===== src/rtl/mem_arbiter_if.sv =====
// Bus bundle for mem_arbiter: fetch and load/store requester ports, the
// shared response data, and the single-outstanding memory port.
// The slave modport is the arbiter's view. The master modport is the
// surrounding system, which drives requests and memory responses.
interface mem_arbiter_if #(
  parameter int ADDR_W = 32,
  parameter int DATA_W = 32
);
  localparam int BE_W = DATA_W / 8;

  logic              if_req;
  logic [ADDR_W-1:0] if_addr;
  logic              if_gnt;
  logic              if_rvalid;

  logic              ls_req;
  logic              ls_we;
  logic [ADDR_W-1:0] ls_addr;
  logic [DATA_W-1:0] ls_wdata;
  logic [BE_W-1:0]   ls_be;
  logic              ls_gnt;
  logic              ls_rvalid;

  logic [DATA_W-1:0] rdata;

  logic              mem_req;
  logic              mem_we;
  logic [ADDR_W-1:0] mem_addr;
  logic [DATA_W-1:0] mem_wdata;
  logic [BE_W-1:0]   mem_be;
  logic              mem_gnt;
  logic              mem_rvalid;
  logic [DATA_W-1:0] mem_rdata;

  modport slave (
    input  if_req, if_addr,
    output if_gnt, if_rvalid,
    input  ls_req, ls_we, ls_addr, ls_wdata, ls_be,
    output ls_gnt, ls_rvalid,
    output rdata,
    output mem_req, mem_we, mem_addr, mem_wdata, mem_be,
    input  mem_gnt, mem_rvalid, mem_rdata
  );

  modport master (
    output if_req, if_addr,
    input  if_gnt, if_rvalid,
    output ls_req, ls_we, ls_addr, ls_wdata, ls_be,
    input  ls_gnt, ls_rvalid,
    input  rdata,
    input  mem_req, mem_we, mem_addr, mem_wdata, mem_be,
    output mem_gnt, mem_rvalid, mem_rdata
  );
endinterface


===== src/rtl/mem_arbiter.sv =====
// mem_arbiter: two-requester (instruction fetch, load/store) arbiter in front
// of a single memory port. It keeps at most one transaction outstanding.
// Optional feature: define ARB_ROUND_ROBIN_EN to break ties round-robin
// against the last owner. When it is undefined, load/store always wins a tie.
//
// state | meaning
// ------+---------------------------------------------------------------
// IDLE  | no transaction; a pending request is granted combinationally
// ISSUE | mem_req held with latched fields until mem_gnt
// RESP  | waiting for mem_rvalid; response forwarded to the owner
module mem_arbiter #(
  parameter int ADDR_W = 32,
  parameter int DATA_W = 32
) (
  input  logic        clk,
  input  logic        rst,
  mem_arbiter_if.slave bus,
  output logic        busy
);
  localparam int BE_W = DATA_W / 8;

  typedef enum logic [1:0] {
    IDLE  = 2'd0,
    ISSUE = 2'd1,
    RESP  = 2'd2
  } state_t;

  state_t            state_q, state_d;
  logic              owner_q;          // 0 = fetch, 1 = load/store
  logic              we_q;
  logic [ADDR_W-1:0] addr_q;
  logic [DATA_W-1:0] wdata_q;
  logic [BE_W-1:0]   be_q;
  logic [DATA_W-1:0] rdata_q;

  logic grant_if;
  logic grant_ls;
  logic resp_fire;
  logic ls_wins_tie;

`ifdef ARB_ROUND_ROBIN_EN
  logic last_owner_q;                  // 0 = fetch, 1 = load/store

  // A tie goes to whichever requester did not own the previous grant.
  assign ls_wins_tie = ~last_owner_q;

  // Remember the owner of every grant, including grants that were not ties.
  always_ff @(posedge clk) begin
    if (rst)
      last_owner_q <= 1'b0;
    else if (grant_if || grant_ls)
      last_owner_q <= grant_ls;
  end
`else
  assign ls_wins_tie = 1'b1;
`endif

  // Mask the response while in reset, so that an aborted transaction
  // cannot leak a response.
  assign resp_fire = !rst && (state_q == RESP) && bus.mem_rvalid;

  // Compute the grant decision and the next state. Grants appear only in
  // IDLE, and at most one of them is asserted.
  always_comb begin
    state_d  = state_q;
    grant_if = 1'b0;
    grant_ls = 1'b0;
    case (state_q)
      IDLE: begin
        if (!rst) begin
          if (bus.if_req && bus.ls_req) begin
            if (ls_wins_tie) grant_ls = 1'b1;
            else             grant_if = 1'b1;
          end else if (bus.ls_req) begin
            grant_ls = 1'b1;
          end else if (bus.if_req) begin
            grant_if = 1'b1;
          end
        end
        if (grant_if || grant_ls) state_d = ISSUE;
      end
      ISSUE: begin
        // Any mem_rvalid seen here belongs to no request of ours.
        if (bus.mem_gnt) state_d = RESP;
      end
      RESP: begin
        if (bus.mem_rvalid) state_d = IDLE;
      end
      default: state_d = IDLE;
    endcase
  end

  // State register. Reset aborts any transaction in flight.
  always_ff @(posedge clk) begin
    if (rst) state_q <= IDLE;
    else     state_q <= state_d;
  end

  // Latch the winner's request fields and its identity at grant time.
  always_ff @(posedge clk) begin
    if (rst) begin
      owner_q <= 1'b0;
      we_q    <= 1'b0;
      addr_q  <= '0;
      wdata_q <= '0;
      be_q    <= '0;
    end else if (grant_ls) begin
      owner_q <= 1'b1;
      we_q    <= bus.ls_we;
      addr_q  <= bus.ls_addr;
      wdata_q <= bus.ls_wdata;
      be_q    <= bus.ls_be;
    end else if (grant_if) begin
      owner_q <= 1'b0;
      we_q    <= 1'b0;
      addr_q  <= bus.if_addr;
      wdata_q <= '0;
      be_q    <= '1;
    end
  end

  // Keep the last response word so that rdata is stable between responses.
  always_ff @(posedge clk) begin
    if (rst)            rdata_q <= '0;
    else if (resp_fire) rdata_q <= bus.mem_rdata;
  end

  assign bus.if_gnt    = grant_if;
  assign bus.ls_gnt    = grant_ls;
  assign bus.if_rvalid = resp_fire && !owner_q;
  assign bus.ls_rvalid = resp_fire &&  owner_q;
  assign bus.rdata     = resp_fire ? bus.mem_rdata : rdata_q;

  assign bus.mem_req   = !rst && (state_q == ISSUE);
  assign bus.mem_we    = we_q;
  assign bus.mem_addr  = addr_q;
  assign bus.mem_wdata = wdata_q;
  assign bus.mem_be    = be_q;

  assign busy          = (state_q != IDLE);
endmodule


===== src/flat_wrapper.sv =====
// flat-port wrapper written by rule: the top's interface ports become plain ports
module mem_arbiter_flat 
#(
  parameter int ADDR_W = 32,
  parameter int DATA_W = 32
)
  (clk, rst, busy, bus_if_req, bus_if_addr, bus_if_gnt, bus_if_rvalid, bus_ls_req, bus_ls_we, bus_ls_addr, bus_ls_wdata, bus_ls_be, bus_ls_gnt, bus_ls_rvalid, bus_rdata, bus_mem_req, bus_mem_we, bus_mem_addr, bus_mem_wdata, bus_mem_be, bus_mem_gnt, bus_mem_rvalid, bus_mem_rdata);
  mem_arbiter_if #(.ADDR_W(ADDR_W), .DATA_W(DATA_W)) bus_i ();
  input  logic clk;
  input  logic rst;
  output logic busy;
  input wire logic [$bits(bus_i.if_req)-1:0] bus_if_req;
  input wire logic [$bits(bus_i.if_addr)-1:0] bus_if_addr;
  output wire logic [$bits(bus_i.if_gnt)-1:0] bus_if_gnt;
  output wire logic [$bits(bus_i.if_rvalid)-1:0] bus_if_rvalid;
  input wire logic [$bits(bus_i.ls_req)-1:0] bus_ls_req;
  input wire logic [$bits(bus_i.ls_we)-1:0] bus_ls_we;
  input wire logic [$bits(bus_i.ls_addr)-1:0] bus_ls_addr;
  input wire logic [$bits(bus_i.ls_wdata)-1:0] bus_ls_wdata;
  input wire logic [$bits(bus_i.ls_be)-1:0] bus_ls_be;
  output wire logic [$bits(bus_i.ls_gnt)-1:0] bus_ls_gnt;
  output wire logic [$bits(bus_i.ls_rvalid)-1:0] bus_ls_rvalid;
  output wire logic [$bits(bus_i.rdata)-1:0] bus_rdata;
  output wire logic [$bits(bus_i.mem_req)-1:0] bus_mem_req;
  output wire logic [$bits(bus_i.mem_we)-1:0] bus_mem_we;
  output wire logic [$bits(bus_i.mem_addr)-1:0] bus_mem_addr;
  output wire logic [$bits(bus_i.mem_wdata)-1:0] bus_mem_wdata;
  output wire logic [$bits(bus_i.mem_be)-1:0] bus_mem_be;
  input wire logic [$bits(bus_i.mem_gnt)-1:0] bus_mem_gnt;
  input wire logic [$bits(bus_i.mem_rvalid)-1:0] bus_mem_rvalid;
  input wire logic [$bits(bus_i.mem_rdata)-1:0] bus_mem_rdata;
  assign bus_i.if_req = bus_if_req;
  assign bus_i.if_addr = bus_if_addr;
  assign bus_if_gnt = bus_i.if_gnt;
  assign bus_if_rvalid = bus_i.if_rvalid;
  assign bus_i.ls_req = bus_ls_req;
  assign bus_i.ls_we = bus_ls_we;
  assign bus_i.ls_addr = bus_ls_addr;
  assign bus_i.ls_wdata = bus_ls_wdata;
  assign bus_i.ls_be = bus_ls_be;
  assign bus_ls_gnt = bus_i.ls_gnt;
  assign bus_ls_rvalid = bus_i.ls_rvalid;
  assign bus_rdata = bus_i.rdata;
  assign bus_mem_req = bus_i.mem_req;
  assign bus_mem_we = bus_i.mem_we;
  assign bus_mem_addr = bus_i.mem_addr;
  assign bus_mem_wdata = bus_i.mem_wdata;
  assign bus_mem_be = bus_i.mem_be;
  assign bus_i.mem_gnt = bus_mem_gnt;
  assign bus_i.mem_rvalid = bus_mem_rvalid;
  assign bus_i.mem_rdata = bus_mem_rdata;
  mem_arbiter #(.ADDR_W(ADDR_W), .DATA_W(DATA_W)) u_core (.clk(clk), .rst(rst), .bus(bus_i), .busy(busy));
endmodule

===== config.mk =====
export PLATFORM = sky130hd
export DESIGN_NAME = mem_arbiter_flat
export DESIGN_NICKNAME = d
export VERILOG_FILES = /design/src/rtl/mem_arbiter_if.sv /design/src/rtl/mem_arbiter.sv /design/src/flat_wrapper.sv
export SDC_FILE = /design/constraint.sdc
export NUM_CORES = 1
export LEC_CHECK = 0
export CELL_PAD_IN_SITES_DETAIL_PLACEMENT = 1
export CELL_PAD_IN_SITES_GLOBAL_PLACEMENT = 2
export CORE_MARGIN = 2
export CORE_UTILIZATION = 22
export DETAILED_ROUTE_END_ITERATION = 8
export HOLD_SLACK_MARGIN = 0.05
export PLACE_DENSITY_LB_ADDON = 0.12
export SYNTH_ARGS = -nofsm -noshare
export SYNTH_HDL_FRONTEND = slang
export SYNTH_SLANG_ARGS = --single-unit

===== constraint.sdc =====
create_clock -name clk -period 4.3 [get_ports clk]
set_clock_uncertainty 0.15 [all_clocks]
set_input_delay 0.86 -clock clk [delete_from_list [all_inputs] [get_ports clk]]
set_output_delay 0.86 -clock clk [all_outputs]
set_load 0.05 [all_outputs]

==> results by group, run 1 <==
Status
  – Run status: complete, no violations

Min path
  – Hold Crit Class: flop to flop
  – Min-delay src: u_core.bus.mem_wdata[18]

Finish
  – Total of fill cells in the finished design: 2083
  – Count of inserted antenna diode cells: 0
  – Layout cell share with drive strength beyond 1: 17.8%
  – Most common library cell in the layout ignoring fill and taps: clkdlybuf4s50_1
  – Share of the core filled with cells: 37.6%
  – Fin nets: 798
  – Final cell count without fillers: 897
  – Commonest cells after routing, fill and taps aside: 208 x clkdlybuf4s50_1, 104 x dfxtp_1, 66 x a21oi_1, 54 x o21ai_0, 41 x nand2_1
  – Synthesis-to-layout area growth: 68.2%

Power and ir drop
  – Pwr dens: 346 nW/um2
  – Reported leakage power: 2.62 nW
  – Worst IR drop on VDD: 191 uV

Route
  – DRC violations left: 0
  – Detailed-route wire length per cell: 17.5 um
  – WL final: 15.7 mm
  – Vias: 4074
  – DRT Pass-1 Iters: 4
  – Routed via count divided by cell count: 4.54
  – Routed Antenna Nets: 0
  – Starting DRC count in detailed routing: 138

GRT
  – Maximum number of pins on one net before global-route repair: 40
  – Wire length of the first global-routing pass: 24.3 mm
  – Overall routing resource usage: 15.6%
  – Initial antenna violation count: 0
  – Via count of the first global-routing pass: 4412
  – Total congestion overflow after global routing: 0

Logic synthesis
  – Syn Area/Cell: 9.57 um2
  – Register bit count reported by yosys: 104
  – Synth Warn #: 0
  – Post-synth cell types: 31
  – Fraction of synthesized cell area taken by the top area cell type: 49.9%
  – Post-synthesis cell count: 436
  – Post-synth net total: 575
  – Most area-consuming cells after synthesis: dfxtp_1 50%, mux2_2 8.6%, a21oi_1 7.9%
  – Synthesized cell area: 4170 um2
  – Post-synthesis sequential area ratio: 49.9%
  – Synth area leader: dfxtp_1

STA
  – Setup Total Neg Slack: 0 ps
  – Final min period: 3690 ps
  – Worst max-slew margin expressed relative to the limit: 38.7%
  – Pins Over Slew Limit: 0
  – Number of setup violations in the final report: 0
  – Portion of the clock cycle consumed by the worst path in the final layout: 85.7%
  – Least-Margin Pin Slew: 918 ps
  – Maximum frequency from static timing analysis: 0.271 GHz
  – Number of endpoints with negative hold slack in the final report: 0
  – Setup repair after global routing missed its margin: no

Clocking
  – Clock buffer count from CTS: 9
  – Clk Tree Root Cell: clkbuf_16
  – Number of cells upsized or downsized after cts: 0
  – Insertion delay of the later-clocked pin in the worst-skew pair: 340 ps
  – H-tree lvl count: 3
  – Number of hold-repair buffers added at the cts stage: 0
  – Clock tree from TritonCTS: yes
  – Buffer count from post-CTS setup fixing: 0
  – Number of buffers on the longest clock path: 2
  – Num Clock Sinks: 104
  – Worst-path clk slew: 60 ps

Critical path
  – Worst path required time: 3290 ps
  – Setup slack on the worst flop-to-flop path: 2010 ps
  – Cell type group with the largest total delay on the critical path: buffers and inverters
  – Worst Path Class, Setup: input port to primary output
  – Data arrival time of the critical path: 2680 ps
  – Crit. End Element: primary output
  – Cell mode on critical path: buf_4
  – Maximum fanout along the worst path: 34
  – Critical path's slowest cell: clkdlybuf4s50_1
  – Worst flop-to-flop path startpoint: u_core.state_q[0]
  – Number of buffer and inverter instances along the worst setup path: 3
  – Delay of the slowest critical-path stage: 490 ps
  – Worst setup path startpoint: bus_mem_rvalid
  – Startpoint type of the worst setup path: input port
  – Cells along the critical path: clkdlybuf4s50_1 > nor4bb_4 > buf_4 > mux2_2 > buf_4

Placement
  – Placer's final routability congestion estimate: 0.684
  – Cells after DPL: 882
  – Final HPWL from detailed placement: 11.7 mm
  – Port bufs: 245

Floorplan
  – Core ar.: 18600 um2
  – Die Ht: 142 um
  – Top Ports: 246
  – Starting Density: 22.4%
  – Die X: 142 um
  – Die Footprint: 20100 um2
  – Number of rows created at floorplan: 50

Flow run
  – Max-capacitance violation count: 0
## worst min-delay path: cells and delay by family, from the launching register on
kind,cells,cell delay (ps)
DFF,1,310
AOI/OAI and AO/OA,2,120
## sequential cells by signal, summed over array words and instances (netlist names)
signal / flops
u_core.bus.mem_addr: 32
u_core.bus.mem_be: 4
u_core.bus.mem_wdata: 32
u_core.bus.mem_we: 1
u_core.owner_q: 1
u_core.rdata_q: 32
u_core.state_q: 2
## final cells by class
cell class	count	area, um2	area share, %
timing repair buffer	252	2460	35.1
sequential	104	2080	29.7
multi-input combinational	282	1860	26.6
tap	234	293	4.17
clock buffer	12	256	3.66
inverter	10	42.5	0.606
clock inverter	3	17.5	0.250
## Yosys cell counts
cell and count:
dfxtp_1 104, a21oi_1 66, o21ai_0 54, nand2_1 41
and2_1 33, mux2_2 32, clkbuf_1 23, a32oi_1 21
o221a_2 10, inv_1 9, buf_4 8, buf_2 5
a311oi_2 4, nand2_2 4, buf_6 2, nor2_1 2
nor2b_1 2, nor3b_1 2, or2_2 2, a21o_1 1
a311oi_1 1, a31o_2 1, buf_1 1, buf_8 1
clkinv_4 1, nand3b_1 1, nor2_4 1, nor3_2 1
nor4bb_1 1, or3_1 1, or4b_4 1
## final timing paths
| check | depth (start not counted) | end |
|---|---|---|
| worst max-delay path | 5 | bus_rdata[11] |
| worst min-delay path | 2 | u_core.bus.mem_wdata[18] |
| worst max register to register | 5 | u_core.bus.mem_wdata[10] |
| worst min register to register | 2 | u_core.bus.mem_wdata[18] |
## cell families after synthesis
kind of cell	share of synthesized area, %
simple gates	11.8
buf+inv	6.12
compound gates	23.5
mux	8.64
flops	49.9
## metrics by stage
stage               total power, W  cell area [um2]  setup WS [ps]  hold slack [ps]
floorplan                  0.00140             4170            913              326
global placement           0.00167             6740            657              308
detailed placement         0.00168             6740            601              319
CTS                        0.00248             7020            600              331
global route               0.00255             7020            522              353
finish                     0.00243             7020            614              326
## power by group
| group | switching (W) | internal (W) | total, W |
|---|---|---|---|
| combinational | 0.000354 | 0.000257 | 0.000610 |
| clock | 0.000355 | 0.000420 | 0.000775 |
| sequential | 0.0000286 | 0.00101 | 0.00104 |
| total | 0.000737 | 0.00169 | 0.00243 |
## metal layers
metal | vias to the layer above | global-route usage, % | routed length (um)
met5 | - | 0 | 0
met2 | 163 | 26.7 | 7460
li1 | 1986 | - | -
met4 | 0 | 3.63 | 141
met3 | 9 | 6.01 | 1390
met1 | 1916 | 18.4 | 6750
No activity file was read; power rests on OpenSTA's default activity.
==> run 2: changes to the inputs <==
- CTS_CLUSTER_DIAMETER: not set -> 80
- HOLD_SLACK_MARGIN: 0.05 -> 0.1
==> results of run 2 <==
Final layout, timing and power as in run 1 (identical DEF).
==> run 3: changes to the inputs <==
- CAP_MARGIN: not set -> 30
- CORE_MARGIN: 2 -> not set
==> results by group, run 3 (synthesized netlist as in run 1, its figures left out) <==
GRT
  – Overall routing resource usage: 16.4% (+0.84 points)
  – Initial antenna violation count: 0 (unchanged)
  – Wire length of the first global-routing pass: 24.6 mm (+1.3%)
  – Maximum number of pins on one net before global-route repair: 71 (+78%)
  – Via count of the first global-routing pass: 4354 (-1.3%)
  – Total congestion overflow after global routing: 0 (unchanged)

Min path
  – Hold Crit Class: flop to flop

STA
  – Setup repair after global routing missed its margin: no
  – Least-Margin Pin Slew: 924 ps (+6.70 ps)
  – Final min period: 4040 ps (+351 ps)
  – Number of endpoints with negative hold slack in the final report: 0 (unchanged)
  – Number of setup violations in the final report: 0 (unchanged)
  – Setup Total Neg Slack: 0 ps (unchanged)
  – Pins Over Slew Limit: 0 (unchanged)
  – Maximum frequency from static timing analysis: 0.248 GHz (-8.7%)
  – Worst max-slew margin expressed relative to the limit: 38.3% (-0.45 points)
  – Portion of the clock cycle consumed by the worst path in the final layout: 93.9% (+8.2 points)

Placement
  – Final HPWL from detailed placement: 11.4 mm (-2.6%)
  – Placer's final routability congestion estimate: 0.707 (+3.3%)
  – Port bufs: 245 (unchanged)

Clocking
  – Buffer count from post-CTS setup fixing: 0 (unchanged)
  – Num Clock Sinks: 104 (unchanged)
  – Clock tree from TritonCTS: yes
  – Insertion delay of the later-clocked pin in the worst-skew pair: 350 ps (about the same)
  – Clock buffer count from CTS: 9 (unchanged)
  – Clk Tree Root Cell: clkbuf_16
  – H-tree lvl count: 3 (unchanged)
  – Number of hold-repair buffers added at the cts stage: 0 (unchanged)
  – Worst-path clk slew: 70 ps (about the same)
  – Number of buffers on the longest clock path: 2 (unchanged)
  – Number of cells upsized or downsized after cts: 0 (unchanged)

Floorplan
  – Number of rows created at floorplan: 49 (-2.0%)
  – Die Footprint: 19500 um2 (-2.8%)
  – Starting Density: 22.8% (+0.46 points)
  – Die X: 140 um (-1.4%)
  – Die Ht: 140 um (-1.4%)
  – Top Ports: 246 (unchanged)
  – Core ar.: 18300 um2 (-2.0%)

Critical path
  – Worst Path Class, Setup: input port to primary output
  – Maximum fanout along the worst path: 34 (unchanged)
  – Data arrival time of the critical path: 3030 ps (+350 ps)
  – Crit. End Element: primary output
  – Startpoint type of the worst setup path: input port
  – Worst path required time: 3290 ps (about the same)

Power and ir drop
  – Worst IR drop on VDD: 178 uV (-6.6%)
  – Pwr dens: 347 nW/um2 (+0.26%)
  – Reported leakage power: 2.57 nW (-1.9%)

Finish
  – Synthesis-to-layout area growth: 68.8%
  – Commonest cells after routing, fill and taps aside: 226 x clkdlybuf4s50_1, 104 x dfxtp_1, 66 x a21oi_1, 54 x o21ai_0, 41 x nand2_1
  – Count of inserted antenna diode cells: 0 (unchanged)
  – Share of the core filled with cells: 38.5% (+0.92 points)
  – Fin nets: 798 (unchanged)
  – Total of fill cells in the finished design: 2052 (-1.5%)
  – FF/Latch Area: 2080 um2 (unchanged)
  – Most common library cell in the layout ignoring fill and taps: clkdlybuf4s50_1
  – Layout cell share with drive strength beyond 1: 15.1% (-2.7 points)
  – Multi-input gate area: 1860 um2 (unchanged)

Route
  – Starting DRC count in detailed routing: 117 (-15%)
  – Vias: 4136 (+1.5%)
  – WL final: 15.9 mm (+0.84%)
  – Routed Antenna Nets: 0 (unchanged)
  – DRT Pass-1 Iters: 4 (unchanged)
  – DRC violations left: 0 (unchanged)
  – Routed via count divided by cell count: 4.63 (+2.0%)
  – Detailed-route wire length per cell: 17.8 um (+1.3%)

Status
  – Run status: complete, no violations

Flow run
  – Max-capacitance violation count: 0 (unchanged)
run 3: cell types whose count changed in the layout (fill, tap and decap cells not counted):
cell,before,now
buf_12,4,3
clkbuf_1,1,2
inv_8,0,1
clkbuf_8,2,0
clkinv_2,2,0
buf_4,39,22
clkinvlp_4,1,3
clkdlybuf4s50_1,208,226
clkinv_4,1,2
run 3: power by group:
part	internal, W	switching [W]	leakage (nW)	total (W)
Clock	0.000399	0.000390	0.124	0.000789
Combinational	0.000258	0.000353	1.60	0.000611
Sequential	0.00101	0.0000293	0.847	0.00104
run 3: worst max-delay path: stages:
cell	delay [ps]
clkdlybuf4s50_1	480
nor4bb_4	340
buf_12	250
mux2_2	370
clkdlybuf4s50_1	710
run 3: per-layer routing:
layer  vias to the layer above  wire length, um  track usage (%)
met5                         -                0                0
met4                         0              301             6.13
met3                        18             1380             6.06
met2                       166             7440             27.6
met1                      1959             6740             18.9
li1                       1993                -                -
run 3: worst paths after layout:
kind | from | to | slack (ps) | depth (start not counted)
setup reg to reg | u_core.state_q[0] | u_core.bus.mem_addr[1] | 1840 | 5
hold / removal | u_core.bus.mem_wdata[21] | u_core.bus.mem_wdata[21] | 330 | 2
hold reg to reg | u_core.bus.mem_wdata[21] | u_core.bus.mem_wdata[21] | 330 | 2
setup / recovery | bus_mem_rvalid | bus_rdata[27] | 260 | 5
run 3: cell type report:
| cell class | instances | area share, % |
|---|---|---|
| clock inverters | 5 | 0.604 |
| well taps | 229 | 4.07 |
| clock buffers | 11 | 3.30 |
| flip-flops and latches | 104 | 29.6 |
| multi-input cells | 282 | 26.5 |
| inverters | 10 | 0.604 |
| repair buffers | 252 | 35.4 |
run 3: stage by stage:
stage | hold WS (ps) | worst slack, ps | instances | area [um2] | power [W]
3_3_place_gp | 308 | 281 | 877 | 6770 | 0.00167
2_1_floorplan | 326 | 913 | 436 | 4170 | 0.00140
3_5_place_dp | 317 | 238 | 877 | 6770 | 0.00168
5_1_grt | 348 | 153 | 893 | 7040 | 0.00256
6_report | 326 | 263 | 893 | 7040 | 0.00244
4_1_cts | 329 | 231 | 893 | 7040 | 0.00250
